===== src/rtl/hazard_pkg.sv =====
// Shared types for the RAW-hazard scoreboard: the in-flight entry layout and
// the forwarding-source encodings driven into EX.
package hazard_pkg;

  // Entries carry a fixed-width rd so the struct is parameter-independent;
  // register addresses are zero-extended into it.
  localparam int RD_MAX_W = 8;

  localparam int FWD_REGFILE = 0;
  localparam int FWD_MEM     = 1;
  localparam int FWD_WB      = 2;

  typedef struct packed {
    logic                valid;
    logic                we;
    logic                is_load;
    logic [RD_MAX_W-1:0] rd;
  } sb_entry_t;

endpackage


===== src/rtl/hazard_scoreboard_if.sv =====
// Decode-side bundle of the hazard scoreboard: decode requests in, stall,
// forwarding selects and stall counter out.
interface hazard_scoreboard_if #(
  parameter int REG_ADDR_W = 4,
  parameter int DEPTH      = 3,
  parameter int CNT_W      = 16
);

  localparam int SEL_W = (DEPTH > 1) ? $clog2(DEPTH) : 1;

  logic                  id_valid;
  logic [REG_ADDR_W-1:0] id_rs1;
  logic [REG_ADDR_W-1:0] id_rs2;
  logic                  id_use_rs1;
  logic                  id_use_rs2;
  logic [REG_ADDR_W-1:0] id_rd;
  logic                  id_we;
  logic                  id_is_load;
  logic                  flush;
  logic                  nop;
  logic [SEL_W-1:0]      fwd_sel_a;
  logic [SEL_W-1:0]      fwd_sel_b;
  logic [CNT_W-1:0]      stall_cycles;

  modport master (
    output id_valid, id_rs1, id_rs2, id_use_rs1, id_use_rs2,
    output id_rd, id_we, id_is_load, flush,
    input  nop, fwd_sel_a, fwd_sel_b, stall_cycles
  );

  modport slave (
    input  id_valid, id_rs1, id_rs2, id_use_rs1, id_use_rs2,
    input  id_rd, id_we, id_is_load, flush,
    output nop, fwd_sel_a, fwd_sel_b, stall_cycles
  );

endinterface


===== src/rtl/hazard_match.sv =====
// Per-source RAW search over the in-flight entries; the youngest producer
// decides. Behaviour depends on `FORWARD_EN` (forwarding vs. stall-only).
module hazard_match
  import hazard_pkg::*;
#(
  parameter int REG_ADDR_W = 4,
  parameter int DEPTH      = 3,
  parameter int LOAD_READY = 2,
  parameter int SEL_W      = 2
) (
  input  sb_entry_t [DEPTH-1:0] entries,
  input  logic [REG_ADDR_W-1:0] src,
  input  logic                  use_src,
  input  logic                  id_valid,
  output logic                  hit,
  output logic                  stall,
  output logic [SEL_W-1:0]      sel
);

  localparam logic [SEL_W-1:0] LAST_IDX = SEL_W'(DEPTH - 1);

  logic [DEPTH-1:0]    match_s;
  logic [SEL_W-1:0]    idx_s;
  logic                near_s;
  logic [RD_MAX_W-1:0] src_ext_s;

  assign src_ext_s = RD_MAX_W'(src);

  // Match every entry, scanning oldest to youngest so the lowest hit wins.
  always_comb begin
    match_s = {DEPTH{1'b0}};
    idx_s   = {SEL_W{1'b0}};
    for (int k = DEPTH - 1; k >= 0; k--) begin
      match_s[k] = entries[k].valid & entries[k].we & (entries[k].rd == src_ext_s)
                   & use_src & id_valid;
      idx_s      = match_s[k] ? SEL_W'(k) : idx_s;
    end
  end

  // A producer in the last stage writes the regfile write-first: no action.
  assign hit    = |match_s;
  assign near_s = hit & (idx_s < LAST_IDX);

`ifdef FORWARD_EN
  localparam logic [SEL_W-1:0] LOAD_IDX = SEL_W'(LOAD_READY - 1);

  assign stall = near_s & entries[idx_s].is_load & (idx_s < LOAD_IDX);
  assign sel   = near_s ? (idx_s + SEL_W'(1'b1)) : SEL_W'(FWD_REGFILE);
`else
  localparam int unused_load_ready = LOAD_READY;

  logic [DEPTH-1:0] unused_load_s;

  // Load flags play no role without forwarding.
  always_comb begin
    unused_load_s = {DEPTH{1'b0}};
    for (int k = 0; k < DEPTH; k++) begin
      unused_load_s[k] = entries[k].is_load;
    end
  end

  assign stall = near_s;
  assign sel   = SEL_W'(FWD_REGFILE);
`endif

endmodule


===== src/rtl/hazard_scoreboard.sv =====
// RAW-hazard scoreboard for decode: nop stall, registered EX forwarding
// selects, saturating stall counter. Define FORWARD_EN to enable forwarding.
module hazard_scoreboard
  import hazard_pkg::*;
#(
  parameter int REG_ADDR_W = 4,
  parameter int DEPTH      = 3,
  parameter int LOAD_READY = 2,
  parameter int CNT_W      = 16
) (
  input  logic                clk,
  input  logic                reset,
  hazard_scoreboard_if.slave  bus
);

  localparam int SEL_W   = (DEPTH > 1) ? $clog2(DEPTH) : 1;
  localparam int ENTRY_W = $bits(sb_entry_t);

  sb_entry_t [DEPTH-1:0] entries_r;
  sb_entry_t             new_entry_s;
  logic                  hit_a_s;
  logic                  hit_b_s;
  logic                  stall_a_s;
  logic                  stall_b_s;
  logic [SEL_W-1:0]      sel_a_s;
  logic [SEL_W-1:0]      sel_b_s;
  logic                  nop_s;
  logic                  accept_s;
  logic [CNT_W-1:0]      stall_cnt_r;
  logic                  unused_hit_s;

  hazard_match #(
    .REG_ADDR_W (REG_ADDR_W),
    .DEPTH      (DEPTH),
    .LOAD_READY (LOAD_READY),
    .SEL_W      (SEL_W)
  ) u_match_a (
    .entries  (entries_r),
    .src      (bus.id_rs1),
    .use_src  (bus.id_use_rs1),
    .id_valid (bus.id_valid),
    .hit      (hit_a_s),
    .stall    (stall_a_s),
    .sel      (sel_a_s)
  );

  hazard_match #(
    .REG_ADDR_W (REG_ADDR_W),
    .DEPTH      (DEPTH),
    .LOAD_READY (LOAD_READY),
    .SEL_W      (SEL_W)
  ) u_match_b (
    .entries  (entries_r),
    .src      (bus.id_rs2),
    .use_src  (bus.id_use_rs2),
    .id_valid (bus.id_valid),
    .hit      (hit_b_s),
    .stall    (stall_b_s),
    .sel      (sel_b_s)
  );

  assign unused_hit_s = hit_a_s ^ hit_b_s;

  // Stall decision (flush wins) and the entry that enters EX this cycle.
  always_comb begin
    nop_s               = (stall_a_s | stall_b_s) & ~bus.flush;
    accept_s            = bus.id_valid & ~nop_s & ~bus.flush;
    new_entry_s         = {ENTRY_W{1'b0}};
    new_entry_s.valid   = accept_s;
    new_entry_s.we      = accept_s & bus.id_we;
`ifdef FORWARD_EN
    new_entry_s.is_load = accept_s & bus.id_is_load;
`else
    new_entry_s.is_load = 1'b0;
`endif
    new_entry_s.rd      = accept_s ? RD_MAX_W'(bus.id_rd) : {RD_MAX_W{1'b0}};
  end

  // Advance in-flight destinations one stage per cycle; WB entry drops off.
  always_ff @(posedge clk) begin
    if (reset) begin
      entries_r <= {(ENTRY_W * DEPTH){1'b0}};
    end else begin
      entries_r <= {entries_r[DEPTH-2:0], new_entry_s};
    end
  end

  // Saturating count of cycles spent with decode held.
  always_ff @(posedge clk) begin
    if (reset) begin
      stall_cnt_r <= {CNT_W{1'b0}};
    end else if (nop_s && (stall_cnt_r != {CNT_W{1'b1}})) begin
      stall_cnt_r <= stall_cnt_r + CNT_W'(1'b1);
    end else begin
      stall_cnt_r <= stall_cnt_r;
    end
  end

`ifdef FORWARD_EN
  logic [SEL_W-1:0] fwd_sel_a_r;
  logic [SEL_W-1:0] fwd_sel_b_r;

  // Selects travel with the instruction into EX; bubbles read the regfile.
  always_ff @(posedge clk) begin
    if (reset) begin
      fwd_sel_a_r <= SEL_W'(FWD_REGFILE);
      fwd_sel_b_r <= SEL_W'(FWD_REGFILE);
    end else if (accept_s) begin
      fwd_sel_a_r <= sel_a_s;
      fwd_sel_b_r <= sel_b_s;
    end else begin
      fwd_sel_a_r <= SEL_W'(FWD_REGFILE);
      fwd_sel_b_r <= SEL_W'(FWD_REGFILE);
    end
  end

  assign bus.fwd_sel_a = fwd_sel_a_r;
  assign bus.fwd_sel_b = fwd_sel_b_r;
`else
  logic [2*SEL_W:0] unused_fwd_s;

  assign unused_fwd_s  = {sel_a_s, sel_b_s, bus.id_is_load};
  assign bus.fwd_sel_a = SEL_W'(FWD_REGFILE);
  assign bus.fwd_sel_b = SEL_W'(FWD_REGFILE);
`endif

  assign bus.nop          = nop_s;
  assign bus.stall_cycles = stall_cnt_r;

endmodule


===== src/flat_wrapper.sv =====
// flat-port wrapper written by rule: the top's interface ports become plain ports
module hazard_scoreboard_flat import hazard_pkg::*;
#(
  parameter int REG_ADDR_W = 4,
  parameter int DEPTH      = 3,
  parameter int LOAD_READY = 2,
  parameter int CNT_W      = 16
)
  (clk, reset, bus_id_valid, bus_id_rs1, bus_id_rs2, bus_id_use_rs1, bus_id_use_rs2, bus_id_rd, bus_id_we, bus_id_is_load, bus_flush, bus_nop, bus_fwd_sel_a, bus_fwd_sel_b, bus_stall_cycles);
  hazard_scoreboard_if #(.REG_ADDR_W(REG_ADDR_W), .DEPTH(DEPTH), .CNT_W(CNT_W)) bus_i ();
  input  logic clk;
  input  logic reset;
  input wire logic [$bits(bus_i.id_valid)-1:0] bus_id_valid;
  input wire logic [$bits(bus_i.id_rs1)-1:0] bus_id_rs1;
  input wire logic [$bits(bus_i.id_rs2)-1:0] bus_id_rs2;
  input wire logic [$bits(bus_i.id_use_rs1)-1:0] bus_id_use_rs1;
  input wire logic [$bits(bus_i.id_use_rs2)-1:0] bus_id_use_rs2;
  input wire logic [$bits(bus_i.id_rd)-1:0] bus_id_rd;
  input wire logic [$bits(bus_i.id_we)-1:0] bus_id_we;
  input wire logic [$bits(bus_i.id_is_load)-1:0] bus_id_is_load;
  input wire logic [$bits(bus_i.flush)-1:0] bus_flush;
  output wire logic [$bits(bus_i.nop)-1:0] bus_nop;
  output wire logic [$bits(bus_i.fwd_sel_a)-1:0] bus_fwd_sel_a;
  output wire logic [$bits(bus_i.fwd_sel_b)-1:0] bus_fwd_sel_b;
  output wire logic [$bits(bus_i.stall_cycles)-1:0] bus_stall_cycles;
  assign bus_i.id_valid = bus_id_valid;
  assign bus_i.id_rs1 = bus_id_rs1;
  assign bus_i.id_rs2 = bus_id_rs2;
  assign bus_i.id_use_rs1 = bus_id_use_rs1;
  assign bus_i.id_use_rs2 = bus_id_use_rs2;
  assign bus_i.id_rd = bus_id_rd;
  assign bus_i.id_we = bus_id_we;
  assign bus_i.id_is_load = bus_id_is_load;
  assign bus_i.flush = bus_flush;
  assign bus_nop = bus_i.nop;
  assign bus_fwd_sel_a = bus_i.fwd_sel_a;
  assign bus_fwd_sel_b = bus_i.fwd_sel_b;
  assign bus_stall_cycles = bus_i.stall_cycles;
  hazard_scoreboard #(.REG_ADDR_W(REG_ADDR_W), .DEPTH(DEPTH), .LOAD_READY(LOAD_READY), .CNT_W(CNT_W)) u_core (.clk(clk), .reset(reset), .bus(bus_i));
endmodule

===== config.mk =====
export PLATFORM = sky130hd
export DESIGN_NAME = hazard_scoreboard_flat
export DESIGN_NICKNAME = d
export VERILOG_FILES = /design/src/rtl/hazard_pkg.sv /design/src/rtl/hazard_scoreboard_if.sv /design/src/rtl/hazard_match.sv /design/src/rtl/hazard_scoreboard.sv /design/src/flat_wrapper.sv
export SDC_FILE = /design/constraint.sdc
export NUM_CORES = 1
export LEC_CHECK = 0
export ABC_AREA = 1
export BUFFER_PORTS_ARGS = -buffer_cell sky130_fd_sc_hd__buf_2
export CAP_MARGIN = 20
export CORE_ASPECT_RATIO = 0.5
export CORE_MARGIN = 2
export CORE_UTILIZATION = 45
export DETAILED_ROUTE_END_ITERATION = 7
export GPL_TIMING_DRIVEN = 0
export PLACE_DENSITY = 0.69
export REMOVE_ABC_BUFFERS = 1
export SYNTH_ARGS = -nofsm -noshare
export SYNTH_HDL_FRONTEND = slang
export SYNTH_HIERARCHICAL = 1
export SYNTH_SLANG_ARGS = --single-unit

===== constraint.sdc =====
create_clock -name clk -period 2.09 [get_ports clk]
set_input_delay 0.418 -clock clk [delete_from_list [all_inputs] [get_ports clk]]
set_output_delay 0.418 -clock clk [all_outputs]
set_load 0.02 [all_outputs]

==> impl_metrics.env, run 1 <==
export IMPL_ctsHtreeMaxLevel=1
export IMPL_drtPass1Iterations=6
export IMPL_min_path_type="primary input to register"
export IMPL_clock_skew_ns=0.00361
export IMPL_drc=0
export IMPL_cts_buffers=3
export IMPL_coreArea_mm2=0.00392
export IMPL_grtUsageMet1=0.225
export IMPL_crit_arrival_ns=1.51
export IMPL_rsz0062_at_grt="false"
export IMPL_clockRootBuffer="clkbuf_8"
export IMPL_fin_cells=428
export IMPL_placed_area_mm2=0.00211
export IMPL_rows=16
export IMPL_gr_usage_met2=0.325
export IMPL_critical_path_class="register to output pin"
export IMPL_use_met3=0.0386
export IMPL_cpLargestDelayFamily="simple AND/OR/NAND/NOR gates"
export IMPL_cts_tree="built"
export IMPL_setup_viol=0
export IMPL_ant_nets=0
export IMPL_path_common_cell="nand2_1"
export IMPL_power_leakage_nw=1.15
export IMPL_finalSetupTns_ns=0
export IMPL_syn_to_final_growth_pct=19.4
export IMPL_fmax_mhz=519
export IMPL_power_frac_comb=0.086
export IMPL_required_ns=1.67
export IMPL_crit_path_cell_trace="inv_1, nand2_1, nand2_1, nor2_1, nand3_1, nand2_1, nand2_1, inv_1, nor2_2, nor2_4, buf_4"
export IMPL_finalPower_w=0.00106
export IMPL_die_h_um=49.3
export IMPL_switching_power_w=0.000230
export IMPL_crit_path_end_kind="output pin"
export IMPL_drtIter0Drc=49
export IMPL_grt_max_degree=17
export IMPL_drive_gt1_frac=0.206
export IMPL_track_usage=0.179
export IMPL_swShare=0.217
export IMPL_clk_pin_slew_worst_paths_ns=0.09
export IMPL_wl_um=3890
export IMPL_antenna_found_initial=0
export IMPL_synth_warnings=6
export IMPL_routedWlPerCell_um=9.10
export IMPL_setup_worst_path_start_class="register"
export IMPL_dp_hpwl_um=3050
export IMPL_fin_util=0.563
export IMPL_power_density_mw_per_mm2=479
export IMPL_path_buf_inv=3
export IMPL_clk_insertion_delay_late_ns=0.27
export IMPL_diodes=0
export IMPL_ir_worst_vdd_v=0.000316
export IMPL_vias=1942
export IMPL_grt_pass1_vias=1702
export IMPL_drv_cap=0
export IMPL_avgSynthCellArea_um2=5.74
export IMPL_status="completed"
export IMPL_synth_cells=322
export IMPL_gp_congestion=0.829
export IMPL_min_period_ns=1.93
export IMPL_finalCritPeriodShare=0.922
export IMPL_hold_viol=0
export IMPL_intPower_w=0.000828
export IMPL_clock_sinks=28
export IMPL_pin_count=41
export IMPL_pwr_share_clk=0.400
export IMPL_max_slew_worst_pin_slew_ns=0.540
export IMPL_critPathMaxStageDelay_ns=0.36
export IMPL_place_inst=423
export IMPL_grt_first_pass_wirelength_um=6850
export IMPL_overflow=0
export IMPL_io_buffer_count=35
export IMPL_slew_headroom=0.638
export IMPL_netlist_area_mm2=0.00185
export IMPL_avgViaCountPerCell=4.54
export IMPL_die_w_um=94.7
export IMPL_final_area_mm2=0.00221
export IMPL_drv_slew=0
export IMPL_pwr_share_seq=0.514
export IMPL_busiest_layer="met2"
export IMPL_slowest_stage="dfxtp_2"
export IMPL_fp_dieArea_mm2=0.00467
export IMPL_start_util=0.471
export IMPL_fin_nets=396
export IMPL_clockBufferDepth=2
export IMPL_critPathMaxFanout=3
==> metal layers <==
| layer | up-vias | part of all wire |
|---|---|---|
| met5 | - | 0 |
| met4 | 0 | 0.0010 |
| met3 | 2 | 0.048 |
| met2 | 44 | 0.48 |
| met1 | 852 | 0.47 |
| li1 | 1044 | - |
==> worst paths after layout <==
kind                              startpoint                                 endpoint  slack [ns]  cells after the start
max           u_core/entries_r[3]$_SDFF_PP0_                                  bus_nop        0.16                     11
min                                bus_id_we           u_core/entries_r[9]$_SDFF_PP0_        0.34                      3
min reg2reg  u_core/entries_r[10]$_SDFF_PP0_          u_core/entries_r[21]$_SDFF_PP0_        0.44                      2
max reg2reg   u_core/entries_r[3]$_SDFF_PP0_  u_core/bus.stall_cycles[6]$_SDFFE_PP0P_        0.29                     14
==> final cells by class <==
| class | instances | area (um^2) |
|---|---|---|
| inverters | 57 | 214 |
| flip-flops and latches | 28 | 573 |
| well taps | 54 | 67.6 |
| clock inverters | 1 | 30.0 |
| repair buffers | 36 | 185 |
| fillers | 413 | 1720 |
| clock buffers | 3 | 41.3 |
| multi-input cells | 249 | 1100 |
==> power by group through the flow <==
stage               Combinational, W  Sequential [W]  Clock [W]
detailed placement         0.0000903        0.000556          0
floorplan                  0.0000584        0.000555          0
CTS                        0.0000911        0.000544   0.000437
finish                     0.0000915        0.000544   0.000423
global route                0.000109        0.000545   0.000462
global placement           0.0000877        0.000556          0
==> sequential cells by signal, indices dropped and copies added, names as in the netlist <==
register	count
u_core/entries_r	12
u_core/bus.stall_cycles	16
==> worst reg2reg max path: stages (launching register included) <==
cell and delay [ns]:
dfxtp_2 0.35, inv_1 0.07, nand2_1 0.05, nand2_1 0.06
nor2_1 0.04, nand3_1 0.07, nand2_1 0.08, nand2_1 0.06
inv_1 0.05, o21ai_1 0.45, nor2_1 0.16, nand2_1 0.12
nand2_1 0.05, nand2_1 0.05, nor2_1 0.04
==> layout by cell type (no fill, tap or decap), drive strengths merged <==
master	instances
dfxtp	28
nand3	19
ha	1
nor2	85
nand2	104
nor3	1
nand4	6
a21oi	8
nand3b	1
bufinv	1
conb	20
a31oi	1
buf	36
and2	1
clkbuf	3
inv	57
o21ai	2
==> repair_timing <==
item / CTS / global route
buffers inserted: 1 / 0
hold buffers: 0 / 0
gates resized for setup: 2 / 10
pin swaps: 1 / 0
setup endpoints to repair: 1 / 1
==> through the flow <==
step | setup slack, ns | hold slack (ns)
after floorplan | 0.327 | 0.416
after global placement | 0.0751 | 0.422
after detailed placement | 0.0475 | 0.430
after CTS | 0.0799 | 0.337
after global routing | 0.0152 | 0.325
final | 0.163 | 0.338
No activity file was read; power rests on OpenSTA's default activity.
==> inputs of run 2 (changes only) <==
--- a/config.mk
+++ b/config.mk
@@ -8,13 +8,14 @@
 export ABC_AREA = 1
 export BUFFER_PORTS_ARGS = -buffer_cell sky130_fd_sc_hd__buf_2
 export CAP_MARGIN = 20
-export CORE_ASPECT_RATIO = 0.5
+export CORE_ASPECT_RATIO = 1.25
 export CORE_MARGIN = 2
 export CORE_UTILIZATION = 45
 export DETAILED_ROUTE_END_ITERATION = 7
 export GPL_TIMING_DRIVEN = 0
 export PLACE_DENSITY = 0.69
 export REMOVE_ABC_BUFFERS = 1
+export SETUP_SLACK_MARGIN = 0.15
 export SYNTH_ARGS = -nofsm -noshare
 export SYNTH_HDL_FRONTEND = slang
 export SYNTH_HIERARCHICAL = 1
==> run 2 against run 1 <==
Against the previous run: via count shrank 1.1%; critical path depth unchanged; register-to-register slack got worse by 0.10 ns; first-iteration DRC count grew 86%; die area shrank 0.61%; clock power shrank 34%; setup slack improved by 0.010 ns; critical endpoint unchanged.
==> impl_metrics.env, run 2 (synthesis results as in run 1) <==
export IMPL_routedWlPerCell_um=9.46
export IMPL_rsz0062_at_grt="true"
export IMPL_drc=0
export IMPL_largest_register_ffs=16
export IMPL_ctsHtreeMaxLevel=1
export IMPL_final_cell_mix="nand2_1, nor2_1, inv_1"
export IMPL_grtUsageMet1=0.205
export IMPL_fin_hold_ws_ns=0.344
export IMPL_die_h_um=75.7
export IMPL_coreArea_mm2=0.00400
export IMPL_io_buffer_count=35
export IMPL_die_w_um=61.3
export IMPL_syn_to_final_growth_pct=19.1
export IMPL_vias=1921
export IMPL_n_fill_cell=435
export IMPL_final_area_mm2=0.00220
export IMPL_rrSetupSlack_ns=0.19
export IMPL_fp_dieArea_mm2=0.00464
export IMPL_drtIter0Drc=91
export IMPL_finalCritPeriodShare=0.917
export IMPL_power_leakage_nw=1.14
export IMPL_dp_hpwl_um=3200
export IMPL_power_density_mw_per_mm2=416
export IMPL_critical_path_class="register to output pin"
export IMPL_max_slew_worst_pin_slew_ns=0.631
export IMPL_clock_sinks=28
export IMPL_diodes=0
export IMPL_clockBufferDepth=2
export IMPL_placed_area_mm2=0.00211
export IMPL_required_ns=1.67
export IMPL_gp_congestion=0.912
export IMPL_use_met3=0.0221
export IMPL_grt_max_degree=17
export IMPL_rows=26
export IMPL_fmax_mhz=522
export IMPL_crit_arrival_ns=1.50
export IMPL_drive_gt1_frac=0.222
export IMPL_ant_nets=0
export IMPL_crit_path_end_kind="output pin"
export IMPL_finalSetupTns_ns=0
export IMPL_clk_insertion_delay_late_ns=0.27
export IMPL_ir_worst_vdd_v=0.000261
export IMPL_grt_pass1_vias=1707
export IMPL_cts_tree="built"
export IMPL_clock_skew_ns=0.00279
export IMPL_track_usage=0.188
export IMPL_slew_headroom=0.577
export IMPL_fin_nets=397
export IMPL_clockRootBuffer="clkbuf_8"
export IMPL_setup_worst_path_start_class="register"
export IMPL_setup_viol=0
export IMPL_pin_count=41
export IMPL_wl_um=4070
export IMPL_drv_slew=0
export IMPL_hold_buffers=0
export IMPL_min_path_type="primary input to register"
export IMPL_grt_first_pass_wirelength_um=6670
export IMPL_antenna_found_initial=0
export IMPL_min_period_ns=1.92
export IMPL_status="completed"
export IMPL_drv_cap=0
export IMPL_final_common_cell="nand2_1"
export IMPL_overflow=0
export IMPL_min_delay_path_depth=3
export IMPL_hold_viol=0
export IMPL_clk_pin_slew_worst_paths_ns=0.09
export IMPL_busiest_layer="met2"
export IMPL_cts_buffers=3
export IMPL_rr_worst_depth=12
export IMPL_critPathMaxFanout=3
export IMPL_start_util=0.462
export IMPL_avgViaCountPerCell=4.47
export IMPL_drtPass1Iterations=4
export IMPL_gr_usage_met2=0.359
run 2: final timing paths:
path / to / start
hold reg to reg: u_core/entries_r[14]$_SDFF_PP0_ / u_core/entries_r[3]$_SDFF_PP0_
setup reg to reg: u_core/bus.stall_cycles[8]$_SDFFE_PP0P_ / u_core/entries_r[3]$_SDFF_PP0_
setup / recovery: bus_nop / u_core/entries_r[3]$_SDFF_PP0_
hold / removal: u_core/entries_r[9]$_SDFF_PP0_ / bus_id_we
run 2: power breakdown:
group / switching (W) / leakage, nW / internal (W) / total, W
logic: 0.0000594 / 0.890 / 0.0000342 / 0.0000935
registers: 0.00000493 / 0.230 / 0.000538 / 0.000543
clock network: 0.000150 / 0.0216 / 0.000129 / 0.000279
total: 0.000214 / 1.14 / 0.000701 / 0.000915
run 2: what timing repair did:
item | 4_1_cts | 5_1_grt
hold endpoints to repair | 0 | 0
resized for setup | 9 | 10
pin swaps | 1 | 6
endpoints found under the setup margin | 1 | 12
setup buffers | 1 | 1
run 2: final cells by class:
type                       count  area, um^2  share of cell area
clock buffer                   3        41.3              0.0188
inverter                      57         214              0.0972
multi-input combinational    249        1110               0.503
sequential                    28         573               0.260
tap                           56        70.1              0.0318
timing repair buffer          37         196              0.0892
run 2: critical path, stage by stage (launching register included):
cell and delay [ns]:
dfxtp_1 0.35, inv_1 0.06, nand2_1 0.05, nand2_1 0.06, nor2_2 0.13, nand3_1 0.09, nand2_1 0.09, nand2_1 0.06
inv_2 0.06, nor2_2 0.05, nor2_4 0.11, buf_6 0.13
run 2: metal layers:
| layer | wire length (um) | vias up | part of all wire |
|---|---|---|---|
| li1 | - | 1037 | - |
| met1 | 1750 | 838 | 0.43 |
| met2 | 2090 | 40 | 0.51 |
| met3 | 159 | 6 | 0.039 |
| met4 | 63 | 0 | 0.015 |
| met5 | 0 | - | 0 |
run 2: per-stage QoR:
step | total power (W) | cells | worst slack [ns] | utilization
2_1_floorplan | 0.000613 | 334 | 0.327 | -
3_3_place_gp | 0.000647 | 425 | 0.0550 | 0.527
3_5_place_dp | 0.000648 | 425 | 0.0264 | 0.527
4_1_cts | 0.000929 | 429 | 0.145 | 0.545
5_1_grt | 0.000964 | 430 | 0.0414 | 0.550
6_report | 0.000915 | 430 | 0.173 | 0.550
==> inputs of run 3 (changes only) <==
--- a/config.mk
+++ b/config.mk
@@ -13,7 +13,7 @@
 export CORE_UTILIZATION = 45
 export DETAILED_ROUTE_END_ITERATION = 7
 export GPL_TIMING_DRIVEN = 0
-export PLACE_DENSITY = 0.69
+export PLACE_DENSITY_LB_ADDON = 0.05
 export REMOVE_ABC_BUFFERS = 1
 export SETUP_SLACK_MARGIN = 0.15
 export SYNTH_ARGS = -nofsm -noshare
==> run 3 against run 2 <==
Against the previous run: clock-buffer cell count unchanged; setup slack lost 0.0032 ns; total power increased by 1.0%; first-iteration DRC count decreased by 62%; critical path type unchanged; largest cell class unchanged.
==> impl_metrics.env, run 3 (synthesis results as in run 1) <==
export IMPL_final_cell_mix="nand2_1, nor2_1, inv_1"
export IMPL_setup_worst_path_start_class="register"
export IMPL_setup_viol=0
export IMPL_ir_worst_vdd_v=0.000275
export IMPL_pin_count=41
export IMPL_crit_arrival_ns=1.50
export IMPL_critPathMaxFanout=5
export IMPL_coreArea_mm2=0.00400
export IMPL_clk_pin_slew_worst_paths_ns=0.09
export IMPL_wl_um=3980
export IMPL_track_usage=0.185
export IMPL_rsz0062_at_grt="true"
export IMPL_antenna_found_initial=0
export IMPL_clockRootBuffer="clkbuf_8"
export IMPL_avgViaCountPerCell=4.44
export IMPL_ant_nets=0
export IMPL_overflow=0
export IMPL_clk_insertion_delay_late_ns=0.27
export IMPL_critical_path_class="register to output pin"
export IMPL_drv_slew=0
export IMPL_drv_cap=0
export IMPL_diodes=0
export IMPL_drtPass1Iterations=4
export IMPL_grt_first_pass_wirelength_um=6490
export IMPL_fmax_mhz=521
export IMPL_switching_power_w=0.000224
export IMPL_drive_gt1_frac=0.236
export IMPL_finalSetupTns_ns=0
export IMPL_power_leakage_nw=1.14
export IMPL_intPower_w=0.000701
export IMPL_required_ns=1.67
export IMPL_fin_hold_ws_ns=0.344
export IMPL_io_buffer_count=35
export IMPL_min_period_ns=1.92
export IMPL_min_delay_path_depth=3
export IMPL_clockBufferDepth=2
export IMPL_fp_dieArea_mm2=0.00464
export IMPL_status="completed"
export IMPL_fin_nets=396
export IMPL_finalCritPeriodShare=0.919
export IMPL_clock_skew_ns=0.00759
export IMPL_rr_worst_depth=16
export IMPL_swShare=0.242
export IMPL_drc=0
export IMPL_clock_sinks=28
export IMPL_gp_congestion=0.862
export IMPL_fin_util=0.554
export IMPL_power_frac_comb=0.104
export IMPL_min_path_type="primary input to register"
export IMPL_max_slew_worst_pin_slew_ns=0.535
export IMPL_place_inst=425
export IMPL_largest_register_ffs=16
export IMPL_routedWlPerCell_um=9.28
export IMPL_hold_viol=0
export IMPL_die_h_um=75.7
export IMPL_rows=26
export IMPL_syn_to_final_growth_pct=19.9
export IMPL_crit_path_end_kind="output pin"
export IMPL_cts_tree="built"
export IMPL_vias=1904
export IMPL_dp_hpwl_um=3170
export IMPL_grt_pass1_vias=1656
export IMPL_fin_cells=429
export IMPL_pwr_share_seq=0.585
export IMPL_cts_buffers=3
export IMPL_die_w_um=61.3
export IMPL_slew_headroom=0.641
export IMPL_final_common_cell="nand2_1"
export IMPL_pwr_share_clk=0.310
export IMPL_drtIter0Drc=35
export IMPL_grt_max_degree=17
export IMPL_start_util=0.462
export IMPL_power_density_mw_per_mm2=417
export IMPL_hold_buffers=0
export IMPL_ctsHtreeMaxLevel=1
## run 3: cell count changes in the layout (fill, tap and decap cells not counted), sizes merged
cell | previous run | this run
buf | 37 | 36
## run 3: per-layer routing
metal	track usage	routed length (um)	vias up
li1	-	-	1039
met1	0.211	1670	811
met2	0.337	2030	42
met3	0.0153	139	12
met4	0.0993	135	0
met5	0	0	-
## run 3: worst max-delay path, stage by stage (launching register included)
cell	delay, ns
dfxtp_4	0.38
inv_2	0.04
nand2_2	0.05
nand2_2	0.05
nor2_2	0.12
nand3_1	0.09
nand2_1	0.07
nand2_1	0.06
inv_2	0.07
nor2_4	0.04
nor2_4	0.11
buf_6	0.13
## run 3: final timing paths
check / start / slack, ns / end
setup / recovery: u_core/entries_r[2]$_SDFF_PP0_ / 0.17 / bus_nop
hold / removal: bus_id_rd[0] / 0.34 / u_core/entries_r[0]$_SDFF_PP0_
setup reg to reg: u_core/entries_r[2]$_SDFF_PP0_ / 0.30 / u_core/bus.stall_cycles[11]$_SDFFE_PP0P_
hold reg to reg: u_core/entries_r[3]$_SDFF_PP0_ / 0.43 / u_core/entries_r[14]$_SDFF_PP0_
## run 3: power groups by stage
stage | clock (W) | combinational, W | sequential (W)
global route | 0.000312 | 0.000113 | 0.000542
detailed placement | 0 | 0.0000924 | 0.000556
global placement | 0 | 0.0000916 | 0.000556
floorplan | 0 | 0.0000584 | 0.000555
CTS | 0.000298 | 0.0000942 | 0.000543
finish | 0.000287 | 0.0000966 | 0.000541
## run 3: repair_timing
item / in CTS / in global routing
buffers inserted: 1 / 0
gates resized for setup: 12 / 16
pin swaps: 2 / 7
endpoints found under the setup margin: 1 / 8
## run 3: per-stage QoR
| stage | setup slack, ns | cell area, um^2 | power [W] |
|---|---|---|---|
| 2_1_floorplan | 0.327 | 1860 | 0.000613 |
| 3_3_place_gp | 0.0389 | 2110 | 0.000648 |
| 3_5_place_dp | 0.0456 | 2110 | 0.000648 |
| 4_1_cts | 0.151 | 2180 | 0.000935 |
| 5_1_grt | 0.0675 | 2220 | 0.000967 |
| 6_report | 0.170 | 2220 | 0.000925 |
## run 3: cell type report
class                   instances  area, um^2
well taps                      56        70.1
clock buffers                   3        41.3
repair buffers                 36         189
multi-input cells             249        1120
inverters                      57         214
flip-flops and latches         28         578
fillers                       454        1780
